**src/rtl/calc_token_engine_if.sv**
```systemverilog
// Token handshake between the control FSM (master) and calc_token_engine (slave).
interface calc_token_engine_if;
    logic        strobe;
    logic [31:0] token;
    logic        calc_ready;
    logic [31:0] calc_answer;
    logic        answer_valid;
    logic        error;

    modport master (
        output strobe,
        output token,
        input  calc_ready,
        input  calc_answer,
        input  answer_valid,
        input  error
    );

    modport slave (
        input  strobe,
        input  token,
        output calc_ready,
        output calc_answer,
        output answer_valid,
        output error
    );
endinterface

```
**src/rtl/calc_token_engine.sv**
```systemverilog
// Infix calculator engine with operand/operator stacks and precedence reduction.
// Define CALC_DIV_EN to build the 32-cycle restoring divider (DIVIDE state).
module calc_token_engine #(
    parameter int DEPTH = 8
) (
    input  logic          clock,
    input  logic          reset,
    calc_token_engine_if.slave bus
);
    localparam int PW = $clog2(DEPTH);
    localparam int CW = PW + 1;
    localparam logic [31:0] TOK_CLR = 32'h8000_000F;
    localparam logic [1:0]  OP_DIV  = 2'd3;

`ifdef CALC_DIV_EN
    typedef enum logic [2:0] {
        S_IDLE, S_ACCEPT, S_REDUCE, S_DIVIDE, S_FINISH, S_DONE
    } state_e;
`else
    typedef enum logic [2:0] {
        S_IDLE, S_ACCEPT, S_REDUCE, S_FINISH, S_DONE
    } state_e;
`endif

    state_e        state_q, state_d;
    logic [31:0]   tok_q, tok_d;
    logic [31:0]   ans_q, ans_d;
    logic          valid_q, valid_d;
    logic          err_q, err_d;
    logic [31:0]   opnd_q [DEPTH];
    logic [31:0]   opnd_d [DEPTH];
    logic [1:0]    oper_q [DEPTH];
    logic [1:0]    oper_d [DEPTH];
    logic [CW-1:0] nd_cnt_q, nd_cnt_d;
    logic [CW-1:0] op_cnt_q, op_cnt_d;

`ifdef CALC_DIV_EN
    logic [31:0]   div_rem_q, div_rem_d;
    logic [31:0]   div_quo_q, div_quo_d;
    logic [31:0]   div_den_q, div_den_d;
    logic [4:0]    div_cnt_q, div_cnt_d;
    logic [32:0]   div_trial;
    logic          div_ge;
`endif

    logic [PW-1:0] nd_top, nd_sec, op_top, op_sec;
    logic          is_eq, is_op, is_div, op_ok;
    logic [1:0]    in_op;
    state_e        nxt;

    function automatic logic [31:0] alu(
        input logic [1:0]  op,
        input logic [31:0] a,
        input logic [31:0] b
    );
        unique case (op)
            2'd0:    return a + b;
            2'd1:    return a - b;
            2'd2:    return a * b;
            default: return 32'd0;
        endcase
    endfunction

    // Next step once a reduction has landed; cnt is the operator count left.
    function automatic state_e after_reduce(
        input logic [CW-1:0] cnt,
        input logic [1:0]    top,
        input logic          eq,
        input logic [1:0]    op
    );
        if (cnt == '0) return eq ? S_FINISH : S_DONE;
        if (eq || top[1] >= op[1]) return S_REDUCE;
        return S_DONE;
    endfunction

    always_comb begin
        state_d  = state_q;
        tok_d    = tok_q;
        ans_d    = ans_q;
        valid_d  = valid_q;
        err_d    = err_q;
        opnd_d   = opnd_q;
        oper_d   = oper_q;
        nd_cnt_d = nd_cnt_q;
        op_cnt_d = op_cnt_q;
        nxt      = S_IDLE;
        nd_top   = PW'(nd_cnt_q - CW'(1));
        nd_sec   = PW'(nd_cnt_q - CW'(2));
        op_top   = PW'(op_cnt_q - CW'(1));
        op_sec   = PW'(op_cnt_q - CW'(2));
        is_eq    = tok_q[3:0] == 4'hE;
        is_op    = tok_q[3:0] >= 4'hA && tok_q[3:0] <= 4'hD;
        in_op    = 2'(tok_q[3:0] - 4'hA);
`ifdef CALC_DIV_EN
        op_ok     = is_op;
        is_div    = oper_q[op_top] == OP_DIV;
        div_rem_d = div_rem_q;
        div_quo_d = div_quo_q;
        div_den_d = div_den_q;
        div_cnt_d = div_cnt_q;
        div_trial = {div_rem_q, div_quo_q[31]} - {1'b0, div_den_q};
        div_ge    = ~div_trial[32];
`else
        op_ok     = is_op && in_op != OP_DIV;
        is_div    = 1'b0;
`endif

        unique case (state_q)
            S_IDLE: begin
                if (bus.strobe) begin
                    tok_d   = bus.token;
                    valid_d = 1'b0;
                    state_d = S_ACCEPT;
                end
            end
            S_ACCEPT: begin
                state_d = S_DONE;
                if (tok_q == TOK_CLR) begin
                    nd_cnt_d = '0;
                    op_cnt_d = '0;
                    ans_d    = '0;
                    err_d    = 1'b0;
                    valid_d  = 1'b0;
                end else if (err_q) begin
                    state_d = S_DONE;
                end else if (!tok_q[31]) begin
                    if (nd_cnt_q == CW'(DEPTH)) begin
                        err_d = 1'b1;
                    end else begin
                        opnd_d[nd_cnt_q[PW-1:0]] = tok_q;
                        nd_cnt_d = nd_cnt_q + CW'(1);
                    end
                end else if (is_eq) begin
                    state_d = (op_cnt_q != '0) ? S_REDUCE : S_FINISH;
                end else if (op_ok) begin
                    if (op_cnt_q != '0 && oper_q[op_top][1] >= in_op[1]) begin
                        state_d = S_REDUCE;
                    end else if (op_cnt_q == CW'(DEPTH)) begin
                        err_d = 1'b1;
                    end else begin
                        oper_d[op_cnt_q[PW-1:0]] = in_op;
                        op_cnt_d = op_cnt_q + CW'(1);
                    end
                end else begin
                    err_d = 1'b1;
                end
            end
            S_REDUCE: begin
                if (nd_cnt_q < CW'(2)) begin
                    err_d    = 1'b1;
                    nd_cnt_d = '0;
                    op_cnt_d = '0;
                    state_d  = S_DONE;
                end else begin
                    op_cnt_d = op_cnt_q - CW'(1);
                    nd_cnt_d = nd_cnt_q - CW'(1);
                    if (is_div) begin
`ifdef CALC_DIV_EN
                        div_quo_d = opnd_q[nd_sec];
                        div_den_d = opnd_q[nd_top];
                        div_rem_d = '0;
                        div_cnt_d = '0;
                        state_d   = S_DIVIDE;
`endif
                    end else begin
                        opnd_d[nd_sec] = alu(oper_q[op_top], opnd_q[nd_sec],
                                             opnd_q[nd_top]);
                        nxt = after_reduce(op_cnt_q - CW'(1), oper_q[op_sec],
                                           is_eq, in_op);
                        state_d = nxt;
                        if (nxt == S_DONE) begin
                            oper_d[op_top] = in_op;
                            op_cnt_d = op_cnt_q;
                        end
                    end
                end
            end
`ifdef CALC_DIV_EN
            S_DIVIDE: begin
                div_quo_d = {div_quo_q[30:0], div_ge};
                div_rem_d = div_ge ? div_trial[31:0]
                                   : {div_rem_q[30:0], div_quo_q[31]};
                div_cnt_d = div_cnt_q + 5'd1;
                if (div_cnt_q == 5'd31) begin
                    // Zero divisor: result forced to 0, reduction carries on.
                    if (div_den_q == '0) begin
                        opnd_d[nd_top] = '0;
                        err_d = 1'b1;
                    end else begin
                        opnd_d[nd_top] = {div_quo_q[30:0], div_ge};
                    end
                    nxt = after_reduce(op_cnt_q, oper_q[op_top], is_eq, in_op);
                    state_d = nxt;
                    if (nxt == S_DONE) begin
                        oper_d[op_cnt_q[PW-1:0]] = in_op;
                        op_cnt_d = op_cnt_q + CW'(1);
                    end
                end
            end
`endif
            S_FINISH: begin
                if (nd_cnt_q == CW'(1)) begin
                    ans_d   = opnd_q[0];
                    valid_d = 1'b1;
                end else begin
                    ans_d = '0;
                    err_d = 1'b1;
                end
                nd_cnt_d = '0;
                op_cnt_d = '0;
                state_d  = S_DONE;
            end
            S_DONE: begin
                state_d = S_IDLE;
            end
            default: begin
                state_d = S_IDLE;
            end
        endcase

        // A clear offered while busy preempts whatever is in flight.
        if (state_q != S_IDLE && bus.strobe && bus.token == TOK_CLR) begin
            tok_d   = TOK_CLR;
            state_d = S_ACCEPT;
        end
    end

    always_ff @(posedge clock) begin
        if (reset) begin
            state_q  <= S_IDLE;
            tok_q    <= '0;
            ans_q    <= '0;
            valid_q  <= 1'b0;
            err_q    <= 1'b0;
            nd_cnt_q <= '0;
            op_cnt_q <= '0;
`ifdef CALC_DIV_EN
            div_rem_q <= '0;
            div_quo_q <= '0;
            div_den_q <= '0;
            div_cnt_q <= '0;
`endif
        end else begin
            state_q  <= state_d;
            tok_q    <= tok_d;
            ans_q    <= ans_d;
            valid_q  <= valid_d;
            err_q    <= err_d;
            nd_cnt_q <= nd_cnt_d;
            op_cnt_q <= op_cnt_d;
`ifdef CALC_DIV_EN
            div_rem_q <= div_rem_d;
            div_quo_q <= div_quo_d;
            div_den_q <= div_den_d;
            div_cnt_q <= div_cnt_d;
`endif
        end
    end

    always_ff @(posedge clock) begin
        opnd_q <= opnd_d;
        oper_q <= oper_d;
    end

    assign bus.calc_ready   = (state_q == S_IDLE);
    assign bus.calc_answer  = ans_q;
    assign bus.answer_valid = valid_q;
    assign bus.error        = err_q;
endmodule

```
**src/flat_wrapper.sv**
```systemverilog
// flat-port wrapper written by rule: the top's interface ports become plain ports
module calc_token_engine_flat 
#(
    parameter int DEPTH = 8
)
  (clock, reset, bus_strobe, bus_token, bus_calc_ready, bus_calc_answer, bus_answer_valid, bus_error);
  calc_token_engine_if bus_i ();
  input  logic clock;
  input  logic reset;
  input wire logic [$bits(bus_i.strobe)-1:0] bus_strobe;
  input wire logic [$bits(bus_i.token)-1:0] bus_token;
  output wire logic [$bits(bus_i.calc_ready)-1:0] bus_calc_ready;
  output wire logic [$bits(bus_i.calc_answer)-1:0] bus_calc_answer;
  output wire logic [$bits(bus_i.answer_valid)-1:0] bus_answer_valid;
  output wire logic [$bits(bus_i.error)-1:0] bus_error;
  assign bus_i.strobe = bus_strobe;
  assign bus_i.token = bus_token;
  assign bus_calc_ready = bus_i.calc_ready;
  assign bus_calc_answer = bus_i.calc_answer;
  assign bus_answer_valid = bus_i.answer_valid;
  assign bus_error = bus_i.error;
  calc_token_engine #(.DEPTH(DEPTH)) u_core (.clock(clock), .reset(reset), .bus(bus_i));
endmodule
```
**config.mk**
```make
export PLATFORM = sky130hd
export DESIGN_NAME = calc_token_engine_flat
export DESIGN_NICKNAME = d
export VERILOG_FILES = /design/src/rtl/calc_token_engine_if.sv /design/src/rtl/calc_token_engine.sv /design/src/flat_wrapper.sv
export SDC_FILE = /design/constraint.sdc
export NUM_CORES = 2
export LEC_CHECK = 0
export CORE_ASPECT_RATIO = 1.4
export CORE_MARGIN = 2
export CORE_UTILIZATION = 28
export CTS_CLUSTER_SIZE = 24
export DETAILED_ROUTE_END_ITERATION = 16
export GPL_TIMING_DRIVEN = 0
export PLACE_DENSITY = 0.4
export RECOVER_POWER = 25
export SLEW_MARGIN = 30
export SYNTH_ARGS = -nofsm -noshare
export SYNTH_HDL_FRONTEND = slang
export SYNTH_SLANG_ARGS = --single-unit
```
**constraint.sdc**
```tcl
create_clock -name clock -period 10.65 [get_ports clock]
set_input_delay 2.6625 -clock clock [delete_from_list [all_inputs] [get_ports clock]]
set_output_delay 2.6625 -clock clock [all_outputs]
set_load 0.01 [all_outputs]
```
==> results.sh <==
export IMPL_hold_slack_ns=0.5061
export IMPL_gp_routability_congestion=0.9434
export IMPL_grt_ovfl_total=0
export IMPL_layout_drive_gt1_share=0.1386
export IMPL_failed_checks="max-capacitance violations, max-slew violations"
export IMPL_yosys_warnings=0
export IMPL_post_drt_via_cell_ratio=5.195
export IMPL_groute_usage_overall=0.2489
export IMPL_maxClockFrequency_mhz=95.46
export IMPL_fillCellCount=13680
export IMPL_outcome="finished, violations left"
export IMPL_post_synth_instance_area_um2=36680
export IMPL_final_seq_area_um2=9714
export IMPL_port_buffers=69
export IMPL_antenna_violations_before_repair=2
export IMPL_detailedRoute_firstPassIterationCount=6
export IMPL_n_antenna_cell=0
export IMPL_critPathCaptureType="register"
export IMPL_cts_hold_fix_buffers=0
export IMPL_worst_setup_hold_path_clk_slew_ns=0.07
export IMPL_die_span_x_um=309.9
export IMPL_worstReg2RegStart="u_core.nd_cnt_q[1]$_SDFFE_PP0P_"
export IMPL_route_detailed_drc=0
export IMPL_number_of_pins_exceeding_their_max_slew_limit_in_the_final_report=10
export IMPL_post_route_period_util=0.9836
export IMPL_placement_rows=157
export IMPL_detailed_place_hpwl_um=133600
export IMPL_timing_critical_path_from_type="register"
export IMPL_grt_max_degree=20
export IMPL_tritoncts_num_buffers=34
export IMPL_detail_route_antenna_nets=0
export IMPL_worst_ep_arrival_time_ns=10.78
export IMPL_rsz0062_at_grt="false"
export IMPL_initial_utilization=0.2812
export IMPL_fin_worst_skew_ns=0.02927
export IMPL_final_hold_viol_count=0
export IMPL_clock_tree_root_cell="sky130_fd_sc_hd__clkbuf_16"
export IMPL_period_needed_ns=10.48
export IMPL_worst_path_max_delay_cell="sky130_fd_sc_hd__mux2i_4"
export IMPL_slew_headroom=-0.3692
export IMPL_syn2layout_area_growth_pct=16.23
export IMPL_hold_class="register to register"
export IMPL_longest_clk_path_bufs=3
export IMPL_syn_area_per_cell_um2=9.986
export IMPL_ios=70
export IMPL_layout_nets=4445
export IMPL_timing_max_cap_violations=1
export IMPL_crit_type="register to register"
export IMPL_report_final_setup_viol=0
export IMPL_multiInputGateArea_um2=25090
export IMPL_synth_ff_latch_count=349
export IMPL_route_detailed_wl_per_inst_um=29.54
export IMPL_detail_route_wirelength_um=165500
export IMPL_layoutNonFillerInstCount=5603
export IMPL_fp_coreArea_um2=130400
export IMPL_yosys_area_top_type="sky130_fd_sc_hd__fa_1"
export IMPL_synth_net_count=4289
export IMPL_largest_stage_delay_on_the_critical_path_ns=0.71
export IMPL_cpMostUsedCell="sky130_fd_sc_hd__fa_1"
export IMPL_grt_pass1_vias=30940
export IMPL_place_detailed_instances=5512
export IMPL_clkLatencyLatePin_ns=0.57
export IMPL_cts_htree_levels=2
export IMPL_timing_critical_path_fanout_max=14
export IMPL_asyncSetResetFlopFracSynth=0
export IMPL_tritoncts="done"
export IMPL_crit_start="u_core.nd_cnt_q[1]$_SDFFE_PP0P_"
export IMPL_yosysTopAreaCellShare=0.2232
export IMPL_synthDistinctLibCells=88
export IMPL_die_area_um2=133900
export IMPL_fp_dieH_um=432.2
export IMPL_via_count=29110
export IMPL_yosysSeqAreaShare=0.2647
export IMPL_global_route_wire_length_before_repair_um=233800
export IMPL_drtIter0Drc=2004
export IMPL_synth_main_ff_cell="sky130_fd_sc_hd__edfxtp_1"
export IMPL_numClockSinks=349
export IMPL_syn_instance_count=3673
export IMPL_holdCritStartpoint="u_core.bus.calc_answer[4]$_SDFFE_PP0P_"
export IMPL_worst_slew_pin_slew_ns=2.032
export IMPL_synth_edf_count=272
export IMPL_critical_path_required_ns=10.95
export IMPL_synth_area_top_cells="sky130_fd_sc_hd__fa_1 22%, sky130_fd_sc_hd__edfxtp_1 22%, sky130_fd_sc_hd__mux4_2 7.5%, sky130_fd_sc_hd__ha_1 5.9%, sky130_fd_sc_hd__nor2_1 4.6%"
[state kept, by name, summed over array words and instances (netlist names)]
name and flops:
u_core.nd_cnt_q 4, u_core.opnd_q 256, u_core.bus.error 1, u_core.bus.calc_answer 32, u_core.state_q 3, u_core.bus.answer_valid 1, u_core.tok_q 32, u_core.oper_q 16
u_core.op_cnt_q 4
[layout by cell type, fill, tap and decap left out, types with 49 or more instances in the layout]
cell                       instances
sky130_fd_sc_hd__nor2_1          447
sky130_fd_sc_hd__inv_1           427
sky130_fd_sc_hd__nand2_1         416
sky130_fd_sc_hd__fa_1            406
sky130_fd_sc_hd__edfxtp_1        272
sky130_fd_sc_hd__o21ai_0         202
sky130_fd_sc_hd__ha_1            164
sky130_fd_sc_hd__mux4_2          122
sky130_fd_sc_hd__clkbuf_1        120
sky130_fd_sc_hd__xnor2_1          96
sky130_fd_sc_hd__a21oi_1          94
sky130_fd_sc_hd__a22o_1           88
sky130_fd_sc_hd__dfxtp_1          75
sky130_fd_sc_hd__or2_2            60
sky130_fd_sc_hd__a22oi_1          49
[final cells by class]
cell class / count / area share
Timing Repair Buffer: 131 / 0.03252
Sequential cell: 349 / 0.2279
Tap cell: 1749 / 0.05133
Multi-Input combinational cell: 2647 / 0.5885
Inverter: 434 / 0.03848
Buffer: 232 / 0.03463
Clock buffer: 42 / 0.02154
Clock inverter: 19 / 0.005136
[routing by layer]
layer | vias up | GRT usage | routed length, um
li1 | 12750 | - | -
met1 | 15130 | 0.2683 | 59010
met2 | 899 | 0.4613 | 87420
met3 | 330 | 0.02269 | 6307
met4 | 4 | 0.1595 | 12730
met5 | - | 0 | 23
[metrics by stage]
stage                     instance area, um^2  setup TNS, ns  utilization  setup slack (ns)
after floorplan                         36680              0            -            0.9250
after global placement                  39560        -548.83       0.3033            -4.123
after detailed placement                40340        -422.51       0.3093            -3.592
after CTS                               42550              0       0.3262          0.003158
after global routing                    42630              0       0.3268          0.002887
final                                   42630              0       0.3268            0.1747
[worst paths after layout]
| kind | end | slack [ns] | cells after the start |
|---|---|---|---|
| max | u_core.opnd_q[255]$_DFFE_PP_ | 0.17 | 32 |
| min | u_core.bus.calc_answer[4]$_SDFFE_PP0P_ | 0.51 | 2 |
| max reg2reg | u_core.opnd_q[255]$_DFFE_PP_ | 0.17 | 32 |
| min reg2reg | u_core.bus.calc_answer[4]$_SDFFE_PP0P_ | 0.51 | 2 |
[cells in the mapped netlist (19+ instances only)]
| cell type | instances |
|---|---|
| sky130_fd_sc_hd__nand2_1 | 416 |
| sky130_fd_sc_hd__nand3_1 | 22 |
| sky130_fd_sc_hd__edfxtp_1 | 272 |
| sky130_fd_sc_hd__a31oi_1 | 25 |
| sky130_fd_sc_hd__a22oi_1 | 53 |
| sky130_fd_sc_hd__nor3_1 | 27 |
| sky130_fd_sc_hd__a21oi_1 | 96 |
| sky130_fd_sc_hd__xnor2_1 | 99 |
| sky130_fd_sc_hd__mux2i_1 | 46 |
| sky130_fd_sc_hd__inv_1 | 429 |
| sky130_fd_sc_hd__buf_1 | 32 |
| sky130_fd_sc_hd__buf_2 | 19 |
| sky130_fd_sc_hd__and3_1 | 19 |
| sky130_fd_sc_hd__fa_1 | 409 |
| sky130_fd_sc_hd__o21a_1 | 20 |
| sky130_fd_sc_hd__a21o_1 | 36 |
| sky130_fd_sc_hd__mux4_2 | 122 |
| sky130_fd_sc_hd__nor2b_1 | 19 |
| sky130_fd_sc_hd__xor2_1 | 36 |
| sky130_fd_sc_hd__nor2_1 | 452 |
| sky130_fd_sc_hd__o21ai_0 | 202 |
| sky130_fd_sc_hd__dfxtp_1 | 77 |
| sky130_fd_sc_hd__a22o_1 | 88 |
| sky130_fd_sc_hd__or2_2 | 60 |
| sky130_fd_sc_hd__ha_1 | 172 |
| sky130_fd_sc_hd__clkbuf_1 | 170 |
[repair_timing]
item / CTS / global route
endpoints found under the setup margin: 192 / 84
pin swaps: 4 / 7
endpoints found under the hold margin: 0 / 0
buffers inserted: 30 / 10
gates resized for setup: 203 / 47
[kinds of logic (layout without fill, tap and decap cells)]
kind of cell	Yosys count	in the layout	share of synthesized area
AOI/OAI and AO/OA	619	619	0.1107
xor gates and xnor gates	142	142	0.03551
adders and majority gates	581	581	0.2819
buffers and inverters	677	858	0.07457
DFF	349	349	0.2647
muxes	207	207	0.1048
and+or+nand+nor	1098	1098	0.1279
[worst max-delay path, delay by kind of cell (launching register included)]
kind	cells	cell delay, ns
multiplexers	1	0.71
buffers and inverters	10	2.19
flip-flops	1	0.43
AO/OA/AOI/OAI	4	0.96
AND/OR/NAND/NOR	6	1.16
adder cells (fa/ha/maj)	10	4.52
XOR/XNOR	1	0.18
Power is not shown: default switching activity piles up to over one toggle a cycle in this logic, so the estimate is an artifact.
